### src/rtl/mem_access_pkg.sv
// rtl/mem_access_pkg.sv - load/store op codes, FSM states and lane helpers for mem_access_unit
// ACC2/RD2 exist only when MEM_ACCESS_MISALIGN_SPLIT_EN is defined.
package mem_access_pkg;

    typedef enum logic [3:0] {
        OP_LB  = 4'd0,
        OP_LBU = 4'd1,
        OP_LH  = 4'd2,
        OP_LHU = 4'd3,
        OP_LW  = 4'd4,
        OP_LWL = 4'd5,
        OP_LWR = 4'd6,
        OP_SB  = 4'd7,
        OP_SH  = 4'd8,
        OP_SW  = 4'd9,
        OP_INV = 4'd15
    } mem_op_t;

    typedef enum logic [2:0] {
        IDLE,
        ACC1,
        RD1,
`ifdef MEM_ACCESS_MISALIGN_SPLIT_EN
        ACC2,
        RD2,
`endif
        RESP
    } state_t;

    localparam int         LANES   = 4;
    localparam logic [3:0] BE_NONE = 4'b0000;
    localparam logic [3:0] BE_ALL  = 4'b1111;

    function automatic mem_op_t mips_to_mem_op(input logic [5:0] opcode);
        case (opcode)
            6'h20:   return OP_LB;
            6'h21:   return OP_LH;
            6'h22:   return OP_LWL;
            6'h23:   return OP_LW;
            6'h24:   return OP_LBU;
            6'h25:   return OP_LHU;
            6'h26:   return OP_LWR;
            6'h28:   return OP_SB;
            6'h29:   return OP_SH;
            6'h2B:   return OP_SW;
            default: return OP_INV;
        endcase
    endfunction

    function automatic logic [2:0] op_size(input mem_op_t op);
        case (op)
            OP_LB, OP_LBU, OP_SB: return 3'd1;
            OP_LH, OP_LHU, OP_SH: return 3'd2;
            default:              return 3'd4;
        endcase
    endfunction

    function automatic logic op_valid(input mem_op_t op);
        return op <= OP_SW;
    endfunction

    function automatic logic op_store(input mem_op_t op);
        return op inside {OP_SB, OP_SH, OP_SW};
    endfunction

    function automatic logic op_misaligned(input mem_op_t op, input logic [1:0] k);
        case (op)
            OP_LH, OP_LHU, OP_SH: return k[0];
            OP_LW, OP_SW:         return k != 2'd0;
            default:              return 1'b0;
        endcase
    endfunction

    // LWL/LWR are partial-word by definition and never leave their word
    function automatic logic op_crosses(input mem_op_t op, input logic [1:0] k);
        if (op == OP_LWL || op == OP_LWR) return 1'b0;
        return ({2'b00, k} + {1'b0, op_size(op)}) > 4'd4;
    endfunction

endpackage

### src/rtl/mem_lane_align.sv
// rtl/mem_lane_align.sv - byte-enable, store shift, load extend and LWL/LWR merge datapath
module mem_lane_align
    import mem_access_pkg::*;
#(
    parameter int BIG_ENDIAN = 0
) (
    input  logic [3:0]  op,
    input  logic [1:0]  k,
    input  logic [31:0] rt,
    input  logic [31:0] w1,
    input  logic [31:0] w2,
    output logic [3:0]  be1,
    output logic [3:0]  be2,
    output logic [31:0] wd1,
    output logic [31:0] wd2,
    output logic [31:0] rdata
);

    mem_op_t     opc;
    logic [2:0]  n;
    logic [2:0]  sh;
    logic [31:0] nmask;
    logic [63:0] spos;
    logic [7:0]  be64;
    logic [63:0] win;
    logic [31:0] wext;
    logic [31:0] wl;
    logic [4:0]  lsh;
    logic [3:0]  lbe;

    // The access is placed in a two-word window; first word is low-order for
    // little-endian and high-order for big-endian, so one shift serves both.
    always_comb begin
        opc   = mem_op_t'(op);
        n     = op_size(opc);
        sh    = (BIG_ENDIAN != 0) ? 3'(4'd8 - {2'b00, k} - {1'b0, n}) : {1'b0, k};
        nmask = (n == 3'd1) ? 32'h0000_00FF : (n == 3'd2) ? 32'h0000_FFFF : 32'hFFFF_FFFF;
        spos  = {32'h0, rt & nmask} << {sh, 3'b000};
        be64  = {4'b0000, nmask[24], nmask[16], nmask[8], nmask[0]} << sh;
        win   = (BIG_ENDIAN != 0) ? {w1, w2} : {w2, w1};
        wext  = 32'(win >> {sh, 3'b000});
        wl    = (BIG_ENDIAN != 0) ? {w1[7:0], w1[15:8], w1[23:16], w1[31:24]} : w1;
        lsh   = {~k, 3'b000};
        lbe   = BE_NONE;
        be1   = (BIG_ENDIAN != 0) ? be64[7:4]    : be64[3:0];
        be2   = (BIG_ENDIAN != 0) ? be64[3:0]    : be64[7:4];
        wd1   = (BIG_ENDIAN != 0) ? spos[63:32]  : spos[31:0];
        wd2   = (BIG_ENDIAN != 0) ? spos[31:0]   : spos[63:32];
        case (opc)
            OP_LB:   rdata = {{24{wext[7]}}, wext[7:0]};
            OP_LBU:  rdata = {24'h0, wext[7:0]};
            OP_LH:   rdata = {{16{wext[15]}}, wext[15:0]};
            OP_LHU:  rdata = {16'h0, wext[15:0]};
            OP_LWL: begin
                rdata = (wl << lsh) | (rt & ~(32'hFFFF_FFFF << lsh));
                lbe   = BE_ALL >> ~k;
            end
            OP_LWR: begin
                rdata = (wl >> {k, 3'b000}) | (rt & ~(32'hFFFF_FFFF >> {k, 3'b000}));
                lbe   = BE_ALL << k;
            end
            default: rdata = wext;
        endcase
        if (lbe != BE_NONE) begin
            be1 = (BIG_ENDIAN != 0) ? {lbe[0], lbe[1], lbe[2], lbe[3]} : lbe;
            be2 = BE_NONE;
            wd1 = 32'h0;
            wd2 = 32'h0;
        end
    end

endmodule

### src/rtl/mem_access_unit.sv
// rtl/mem_access_unit.sv - MEM-stage load/store unit driving a wait-request data bus
// MEM_ACCESS_MISALIGN_SPLIT_EN splits word-crossing halfword/word accesses in two.
module mem_access_unit
    import mem_access_pkg::*;
#(
    parameter int ADDR_W     = 32,
    parameter int BIG_ENDIAN = 0
) (
    input  logic              clk,
    input  logic              reset,
    input  logic              req_valid,
    output logic              req_ready,
    input  logic [3:0]        req_op,
    input  logic [ADDR_W-1:0] req_addr,
    input  logic [31:0]       req_rt,
    output logic              resp_valid,
    output logic [31:0]       resp_rdata,
    output logic              resp_err,
    output logic [ADDR_W-1:0] mem_address,
    output logic              mem_read,
    output logic              mem_write,
    output logic [3:0]        mem_byteenable,
    output logic [31:0]       mem_writedata,
    input  logic              mem_waitrequest,
    input  logic [31:0]       mem_readdata
);

    state_t            state;
    state_t            state_n;
    mem_op_t           op_q;
    mem_op_t           req_opc;
    logic [ADDR_W-1:0] addr_q;
    logic [ADDR_W-1:0] word_addr;
    logic [31:0]       rt_q;
    logic [31:0]       w1_q;
    logic [31:0]       w1_n;
    logic [31:0]       w2_n;
    logic [31:0]       rdata_q;
    logic [31:0]       ld_data;
    logic              err_q;
    logic              req_bad;
    logic              is_store;
    logic [3:0]        be1;
    logic [3:0]        be2;
    logic [31:0]       wd1;
    logic [31:0]       wd2;

    assign req_opc   = mem_op_t'(req_op);
    assign is_store  = op_store(op_q);
    assign word_addr = {addr_q[ADDR_W-1:2], 2'b00};
    // Load data is formed from the word arriving this cycle so it can be registered into RESP
    assign w1_n      = (state == RD1) ? mem_readdata : w1_q;

`ifdef MEM_ACCESS_MISALIGN_SPLIT_EN
    logic [31:0] w2_q;
    logic        split;
    assign req_bad = !op_valid(req_opc);
    assign split   = op_crosses(op_q, addr_q[1:0]);
    assign w2_n    = (state == RD2) ? mem_readdata : w2_q;
`else
    logic unused_second;
    assign req_bad       = !op_valid(req_opc) || op_misaligned(req_opc, req_addr[1:0]);
    assign w2_n          = 32'h0;
    assign unused_second = ^{be2, wd2};
`endif

    mem_lane_align #(.BIG_ENDIAN(BIG_ENDIAN)) u_align (
        .op    (op_q),
        .k     (addr_q[1:0]),
        .rt    (rt_q),
        .w1    (w1_n),
        .w2    (w2_n),
        .be1   (be1),
        .be2   (be2),
        .wd1   (wd1),
        .wd2   (wd2),
        .rdata (ld_data)
    );

    always_ff @(posedge clk or posedge reset) begin
        if (reset) begin
            state   <= IDLE;
            op_q    <= OP_LB;
            addr_q  <= '0;
            rt_q    <= 32'h0;
            err_q   <= 1'b0;
            w1_q    <= 32'h0;
            rdata_q <= 32'h0;
`ifdef MEM_ACCESS_MISALIGN_SPLIT_EN
            w2_q    <= 32'h0;
`endif
        end else begin
            state <= state_n;
            if (req_valid && req_ready) begin
                op_q   <= req_opc;
                addr_q <= req_addr;
                rt_q   <= req_rt;
                err_q  <= req_bad;
            end
            if (state == RD1) w1_q <= mem_readdata;
`ifdef MEM_ACCESS_MISALIGN_SPLIT_EN
            if (state == RD2) w2_q <= mem_readdata;
`endif
            if (state_n == RESP) begin
                rdata_q <= (state == IDLE || is_store) ? 32'h0 : ld_data;
            end
        end
    end

    always_comb begin
        state_n        = state;
        req_ready      = 1'b0;
        mem_read       = 1'b0;
        mem_write      = 1'b0;
        mem_address    = '0;
        mem_byteenable = BE_NONE;
        mem_writedata  = 32'h0;
        case (state)
            IDLE: begin
                req_ready = 1'b1;
                if (req_valid) state_n = req_bad ? RESP : ACC1;
            end
            ACC1: begin
                mem_read       = !is_store;
                mem_write      = is_store;
                mem_address    = word_addr;
                mem_byteenable = be1;
                mem_writedata  = is_store ? wd1 : 32'h0;
                if (!mem_waitrequest) begin
                    if (!is_store) state_n = RD1;
`ifdef MEM_ACCESS_MISALIGN_SPLIT_EN
                    else if (split) state_n = ACC2;
`endif
                    else state_n = RESP;
                end
            end
            RD1: begin
`ifdef MEM_ACCESS_MISALIGN_SPLIT_EN
                state_n = split ? ACC2 : RESP;
`else
                state_n = RESP;
`endif
            end
`ifdef MEM_ACCESS_MISALIGN_SPLIT_EN
            ACC2: begin
                mem_read       = !is_store;
                mem_write      = is_store;
                mem_address    = word_addr + ADDR_W'(4);
                mem_byteenable = be2;
                mem_writedata  = is_store ? wd2 : 32'h0;
                if (!mem_waitrequest) state_n = is_store ? RESP : RD2;
            end
            RD2: state_n = RESP;
`endif
            RESP: state_n = IDLE;
            default: state_n = IDLE;
        endcase
    end

    assign resp_valid = (state == RESP);
    assign resp_err   = (state == RESP) && err_q;
    assign resp_rdata = rdata_q;

endmodule

### config.mk
export PLATFORM = sky130hd
export DESIGN_NAME = mem_access_unit
export DESIGN_NICKNAME = d
export VERILOG_FILES = /design/src/rtl/mem_access_pkg.sv /design/src/rtl/mem_lane_align.sv /design/src/rtl/mem_access_unit.sv
export SDC_FILE = /design/constraint.sdc
export NUM_CORES = 1
export LEC_CHECK = 0
export ABC_AREA = 1
export BUFFER_PORTS_ARGS = -buffer_cell sky130_fd_sc_hd__buf_2
export CAP_MARGIN = 20
export CELL_PAD_IN_SITES_DETAIL_PLACEMENT = 1
export CELL_PAD_IN_SITES_GLOBAL_PLACEMENT = 2
export CORE_MARGIN = 5
export CORE_UTILIZATION = 29
export DETAILED_ROUTE_END_ITERATION = 8
export GPL_ROUTABILITY_DRIVEN = 1
export PLACE_DENSITY_LB_ADDON = 0.15
export SYNTH_ARGS = -nofsm -noshare
export SYNTH_HDL_FRONTEND = slang
export SYNTH_SLANG_ARGS = --single-unit
### constraint.sdc
create_clock -name clk -period 5.65 [get_ports clk]
set_input_delay 0.8475 -clock clk [delete_from_list [all_inputs] [get_ports clk]]
set_output_delay 0.8475 -clock clk [all_outputs]
set_load 0.1 [all_outputs]
==> qor.csv, run 1 <==
stage,metric,value,unit
status,run status,completed,
sta,Slew @ Worst Pin,0.816,ns
run,maxcap violations,0,
routing,post-route ant nets,0,
die,chip width,180,um
routing,Detailed Routing Iterations Pass 1,5,
sta,crit path time final,4.17,ns
synth,"Top FF cell, synth",dfrtp_1,
synth,cell area after synthesis,8380,um2
die,Starting Density,0.293,
placement,port bufs,206,
final_layout,Final #Nets,1538,
cts,TritonCTS Sinks,136,
power,total power,7.46,mW
setup_path,startpoint types,flop,
final_layout,"Area growth, synth to finish",23.2,%
synth,compound-gate portion of the synthesized area,0.117,
setup_path,Critical Path Slowest Stage Cell,a2111oi_1,
cts,cts bufs inserted,17,
sta,relative slew slack,0.454,
cts,hold-fix buffers at CTS,0,
setup_path,CP dominant cell by count,nor2_1,
synth,sequential share of the synthesized area,0.406,
synth,mux contribution to synthesized area,0,
setup_path,CP required,4.80,ns
grt,first-pass GRT wire length,55.4,mm
cts,Skew-Pair Late Insertion Delay,0.44,ns
routing,routed vias/inst,4.90,
synth,XOR/XNOR Fraction of Synth Area,0,
grt,vias in the first global route,9458,
worst_hold_path,Hold Crit Class,in2async,
setup_path,Critical Path Max Stage Delay,0.54,ns
grt,initial antenna violation count,4,
final_layout,"commonest non-fill, non-tap cell in the layout",nand2_1,
setup_path,worst path cell trace,"inv_1, nand3_1, nor2_1, a21oi_1, ha_1, clkinv_1, nand2_1, o21ai_0, nor2_1, a2111oi_1, buf_2",
synth,"Async S/R FF share, synth",1.00,
die,total core area,28600,um2
final_layout,"non-filler cells, final",1831,
sta,Fmax achieved,0.240,GHz
final_layout,fillers,3694,
die,Die ar.,32400,um2
power,Peak VDD IR,0.291,mV
synth,Ys Warns,0,
sta,Tcrit/Tclk final,0.739,
placement,Final HPWL DP,26.6,mm
cts,CTS tree,done,
power,PwrDens,723,nW/um2
synth,Adder-Cell Fraction of Synth Area,0.00149,
synth,simple logic cell fraction of the synthesized area,0.368,
synth,"EDFF count, synth",0,
routing,Residual DRC,0,
setup_path,Crit Path Class,reg2out,
final_layout,FF+latch area,3400,um2
sta,setup violators final,0,
grt,Overflow after GRT,0,
synth,largest family of logic cells by synthesized area,simple AND/OR/NAND/NOR gates,
routing,total number of vias,8977,
setup_path,top fanout value on the critical path,10,
synth,library cells used by synthesis,39,
routing,final wirelength,35.5,mm
synth,Mapped Cells,1264,
cts,Worst-path clk slew,0.07,ns
setup_path,CP endpoint kind,output port,
cts,post-cts sizing count,0,
power,leakage power,5.73,nW
routing,Wirelength per Cell,19.4,um
final_layout,Finished Cell Area,10300,um2
final_layout,Multi-input gate area,4100,um2
synth,Syn Area/Cell,6.63,um2
setup_path,worst path arrival time,3.33,ns
cts,H-tree levels,4,
cts,Clock Path Buffers,2,
die,Die Height,180,um
sta,Pins Over Slew Limit,0,
sta,final hold vios,0,
die,Row Count,62,
placement,placed cell area,9680,um2
synth,Synth Register Bits,136,
sta,unrepaired setup endpoints after global routing,no,
final_layout,most frequent cells in the layout,"nand2_1, buf_2, nand3_1",
sta,clock skew,0.0153,ns
final_layout,layout cells sized above 1,0.199,
grt,Total GRT Usage,0.218,
sta,Sum Neg Setup Slack,0,ns
cts,Clk Tree Root Cell,clkbuf_16,
placement,Inst Count DP,1797,
cts,Setup Buffers After CTS,0,
placement,final RePlAce weighted congestion,0.887,
grt,largest net degree at the start of global routing,108,
routing,DRT iter0 DRCs,505,
die,I/O pin total,209,
-- flip-flops by register name (all words and copies together) (netlist names) --
name        flops
rt_q           32
err_q           1
addr_q         32
resp_rdata     32
op_q            4
w1_q           32
state           3
-- per-layer routing --
layer,track usage,share of wire,vias up
met1,0.281,0.44,4330
met2,0.366,0.48,233
li1,-,-,4360
met5,0,0.00070,-
met3,0.0505,0.058,50
met4,0.0625,0.024,4
-- cells by family after synthesis --
| kind of cell | after synthesis |
|---|---|
| simple gates | 728 |
| buf+inv | 219 |
| compound gates | 179 |
| flops | 136 |
| fa+ha+maj | 1 |
| other cells | 1 |
-- per-stage QoR --
stage / hold WS, ns / worst slack (ns) / util
after floorplan: 0.456 / -0.00394 / -
after global placement: 0.463 / 2.01 / 0.338
after detailed placement: 0.463 / 1.94 / 0.338
after CTS: 0.481 / 1.46 / 0.360
after global routing: 0.363 / 1.26 / 0.361
final: 0.347 / 1.48 / 0.361
-- worst max-delay path, delay by kind of cell (launching register included) --
kind / cells / cell delay, ns
compound gates: 3 / 0.83
flops: 1 / 0.46
fa+ha+maj: 1 / 0.33
simple gates: 4 / 0.37
buf+inv: 3 / 0.90
-- report_power, final --
group	total, mW	internal [mW]	switching [mW]	leakage, nW
clock	1.22	0.709	0.508	0.297
sequential	1.81	1.44	0.366	1.69
combinational	4.44	0.987	3.45	3.75
-- area by class of cell --
cell class,count,area share
antenna,1,0.000242
tap,384,0.0465
timing repair buffer,222,0.113
multi-input combinational,911,0.397
inverter,145,0.0532
clock buffer,18,0.0415
clock inverter,14,0.0185
sequential,136,0.329
-- cell usage after synthesis (6+ instances only) --
cell | count | area (um2)
o211ai_1 | 7 | 52.6
a21oi_1 | 42 | 210
buf_1 | 9 | 33.8
clkbuf_1 | 29 | 109
o21ai_0 | 87 | 435
a2111oi_0 | 9 | 78.8
a211oi_1 | 9 | 67.6
inv_1 | 128 | 480
buf_2 | 28 | 140
and2_1 | 9 | 56.3
inv_2 | 16 | 60.1
nand2_1 | 425 | 1600
dfrtp_1 | 136 | 3400
nor2_1 | 92 | 345
o21ai_1 | 19 | 95.1
nand3_1 | 175 | 876
buf_4 | 6 | 45.0
-- worst paths after layout --
check	end	cells past startpoint	slack, ns	startpoint
worst max-delay path	mem_writedata[30]	11	1.48	op_q[1]
worst min-delay path	state[2]	2	0.35	reset
worst max register to register	resp_rdata[31]	11	2.67	op_q[3]
worst min register to register	resp_rdata[0]	2	0.47	resp_rdata[0]
max in group asynchronous	resp_rdata[25]	3	4.56	reset
min in group clk	resp_rdata[0]	2	0.47	resp_rdata[0]
(Power assumes the default switching activity.)
==> run 2: changes to the inputs <==
--- a/config.mk
+++ b/config.mk
@@ -5,13 +5,13 @@
 export SDC_FILE = /design/constraint.sdc
 export NUM_CORES = 1
 export LEC_CHECK = 0
-export ABC_AREA = 1
+export ABC_AREA = 0
 export BUFFER_PORTS_ARGS = -buffer_cell sky130_fd_sc_hd__buf_2
 export CAP_MARGIN = 20
 export CELL_PAD_IN_SITES_DETAIL_PLACEMENT = 1
 export CELL_PAD_IN_SITES_GLOBAL_PLACEMENT = 2
 export CORE_MARGIN = 5
-export CORE_UTILIZATION = 29
+export CORE_UTILIZATION = 31
 export DETAILED_ROUTE_END_ITERATION = 8
 export GPL_ROUTABILITY_DRIVEN = 1
 export PLACE_DENSITY_LB_ADDON = 0.15
==> constraint.sdc (replaced) <==
create_clock -name clk -period 3.85 [get_ports clk]
set_input_delay 0.5775 -clock clk [delete_from_list [all_inputs] [get_ports clk]]
set_output_delay 0.5775 -clock clk [all_outputs]
set_load 0.1 [all_outputs]
==> qor.csv, run 2 <==
stage,metric,value,unit,change
setup_path,CP required,3.27,ns,was 4.80 ns
sta,unrepaired setup endpoints after global routing,no,,unchanged
sta,final hold vios,0,,unchanged
synth,Ys Warns,0,,unchanged
cts,CTS tree,done,,unchanged
synth,most common cell in the synthesized netlist,nand2_1,,unchanged
synth,sequential share of the synthesized area,0.428,,was 0.406
synth,Mapped Cells,906,,was 1264
setup_path,CP endpoint kind,output port,,unchanged
worst_hold_path,Hold Crit Class,in2async,,unchanged
synth,library cells used by synthesis,64,,was 39
final_layout,"commonest non-fill, non-tap cell in the layout",nand2_1,,unchanged
setup_path,Crit Path Class,reg2out,,unchanged
final_layout,final core utilization,0.414,,was 0.361
grt,vias in the first global route,7989,,was 9458
synth,Synth area leader,dfrtp_1,,unchanged
setup_path,worst path cell trace,"nor2_1, mux2i_1, or2_2, ha_2, a21oi_1, nor2_1, a21oi_1, a2111oi_2, buf_12",,"was inv_1, nand3_1, nor2_1, a21oi_1, ha_1, clkinv_1, nand2_1, o21ai_0, nor2_1, a2111oi_1, buf_2"
die,chip width,170,um,was 180 um
setup_path,Critical Path Slowest Stage Cell,a2111oi_2,,was a2111oi_1
routing,DRT iter0 DRCs,647,,was 505
die,total core area,25200,um2,was 28600 um2
cts,cts bufs inserted,17,,unchanged
setup_path,startpoint types,flop,,unchanged
power,Peak VDD IR,0.421,mV,was 0.291 mV
placement,Final HPWL DP,22.8,mm,was 26.6 mm
placement,port bufs,206,,unchanged
run,maxcap violations,0,,unchanged
sta,Slew @ Worst Pin,1.03,ns,was 0.816 ns
cts,TritonCTS Sinks,136,,unchanged
sta,Fmax achieved,0.273,GHz,
power,Comb pwr share,0.513,,was 0.595
final_layout,fillers,3004,,was 3694
final_layout,Multi-input gate area,4400,um2,was 4100 um2
final_layout,layout cells sized above 1,0.312,,was 0.199
power,PwrDens,818,nW/um2,was 723 nW/um2
sta,setup violators final,0,,unchanged
setup_path,worst path arrival time,3.08,ns,was 3.33 ns
placement,Inst Count DP,1407,,was 1797
die,Starting Density,0.316,,was 0.293
cts,Worst-path clk slew,0.06,ns,was 0.07 ns
die,Die Height,170,um,was 180 um
sta,relative slew slack,0.313,,was 0.454
synth,cell area after synthesis,7950,um2,was 8380 um2
synth,top cell type's share of synthesized area,0.428,,was 0.406
placement,final RePlAce weighted congestion,0.811,,was 0.887
die,Row Count,58,,was 62
routing,post-route ant nets,0,,unchanged
final_layout,"Area growth, synth to finish",31.1,%,was 23.2%
power,sequential power share,0.285,,was 0.242
cts,hold-fix buffers at CTS,0,,unchanged
synth,Post-synth top cells,"nand2_1, dfrtp_1, nor2_1",,"was nand2_1, nand3_1, dfrtp_1"
power,Clock power frac,0.202,,was 0.163
grt,largest net degree at the start of global routing,68,,was 108
synth,Syn Area/Cell,8.77,um2,was 6.63 um2
synth,"EDFF count, synth",0,,unchanged
sta,Sum Neg Setup Slack,0,ns,unchanged
final_layout,Finished Cell Area,10400,um2,was 10300 um2
synth,"Async S/R FF share, synth",1.00,,unchanged
power,total power,8.52,mW,was 7.46 mW
sta,crit path time final,3.66,ns,
grt,Total GRT Usage,0.221,,was 0.218
sta,final worst slack,0.189,ns,was 1.48 ns
routing,Wirelength per Cell,22.1,um,was 19.4 um
placement,placed cell area,9780,um2,was 9680 um2
power,switching share of total power,0.499,,was 0.580
final_layout,most frequent cells in the layout,"nand2_1, buf_2, dfrtp_1",,"was nand2_1, buf_2, nand3_1"
final_layout,FF+latch area,3410,um2,was 3400 um2
sta,hold_ws,0.230,ns,was 0.347 ns
synth,"Top FF cell, synth",dfrtp_1,,unchanged
routing,Residual DRC,0,,unchanged
sta,Pins Over Slew Limit,0,,unchanged
sta,Tcrit/Tclk final,0.951,,
placement,pre-CTS WS,0.371,ns,was 1.94 ns
setup_path,top fanout value on the critical path,15,,was 10
grt,first-pass GRT wire length,49.1,mm,was 55.4 mm
cts,H-tree levels,4,,unchanged
grt,Overflow after GRT,0,,unchanged
power,leakage power,4.98,nW,was 5.73 nW
power,Psw,4.25,mW,was 4.33 mW
synth,Synth Register Bits,136,,unchanged
synth,main area contributors after synthesis,"dfrtp_1, nand2_1, mux4_2",,"was dfrtp_1, nand2_1, nand3_1"
final_layout,Final #Nets,1201,,was 1538
final_layout,diode count,0,,was 1
routing,routed vias/inst,5.32,,was 4.90
grt,initial antenna violation count,8,,was 4
status,run status,completed,,unchanged
die,Die ar.,28900,um2,was 32400 um2
cts,Clk Tree Root Cell,clkbuf_16,,unchanged
sta,clock skew,0.0116,ns,was 0.0153 ns
cts,Clock Path Buffers,2,,unchanged
routing,total number of vias,7650,,was 8977
routing,final wirelength,31.7,mm,was 35.5 mm
power,internal power,4.27,mW,was 3.14 mW
die,I/O pin total,209,,unchanged
cts,Skew-Pair Late Insertion Delay,0.43,ns,was 0.44 ns
setup_path,Critical Path Max Stage Delay,0.54,ns,about the same
final_layout,"non-filler cells, final",1439,,was 1831
routing,Detailed Routing Iterations Pass 1,8,,was 5
-- run 2: cell types whose count changed after synthesis, moves of 33 or more --
cell | previous run | this run
and2_1 | 9 | 42
nand3_1 | 175 | 8
inv_1 | 128 | 21
o21ai_0 | 87 | 24
nand2_1 | 425 | 248
mux2i_1 | 0 | 33
-- run 2: area by class of cell --
| type | instances | share of cell area |
|---|---|---|
| Inverter | 22 | 0.00829 |
| Sequential cell | 136 | 0.327 |
| Tap cell | 330 | 0.0396 |
| Clock inverter | 13 | 0.0162 |
| Clock buffer | 19 | 0.0416 |
| Multi-Input combinational cell | 680 | 0.423 |
| Timing Repair Buffer | 239 | 0.145 |
-- run 2: kinds of logic (layout without fill, tap and decap cells) --
group / Yosys count / in the layout / synth area share
simple gates: 430 / 430 / 0.245
compound gates: 180 / 180 / 0.163
flops: 136 / 136 / 0.428
buf+inv: 92 / 293 / 0.0496
mux: 66 / 66 / 0.112
fa+ha+maj: 1 / 1 / 0.00157
other cells: 1 / 3 / 0.000472
-- run 2: final timing paths --
check                                          to  cells after the start          from  slack, ns
worst max-delay path            mem_writedata[18]                      9       op_q[1]       0.19
worst min-delay path                     w1_q[17]                      2         reset       0.23
worst max register to register     resp_rdata[23]                      6      state[2]       0.79
worst min register to register         addr_q[30]                      2    addr_q[30]       0.47
max in group asynchronous                 rt_q[3]                      3         reset       2.89
min in group clk                       addr_q[30]                      3  req_addr[30]       0.34
-- run 2: power groups by stage --
stage	sequential (mW)	combinational, mW	clock [mW]
floorplan	3.02	2.53	0
global placement	2.42	4.32	0
detailed placement	2.44	4.36	0
CTS	2.42	4.39	1.76
global route	2.48	4.70	1.82
finish	2.43	4.37	1.72
-- run 2: routing by layer --
layer	routed length [um]	global-route usage
met5	108	0
met4	393	0.0479
met3	2650	0.0667
met2	14400	0.345
met1	14200	0.303
-- run 2: repair_timing --
item | 4_1_cts | 5_1_grt
endpoints found under the setup margin | 9 | 4
gates resized for setup | 4 | 4
setup buffers | 0 | 0
-- run 2: worst max-delay path: cells and delay by family (launching register included) --
kind	cells	cell delay [ns]
AOI/OAI and AO/OA	3	0.71
adders and majority gates	1	0.50
DFF	1	0.52
muxes	1	0.09
and+or+nand+nor	3	0.59
buffers and inverters	1	0.24
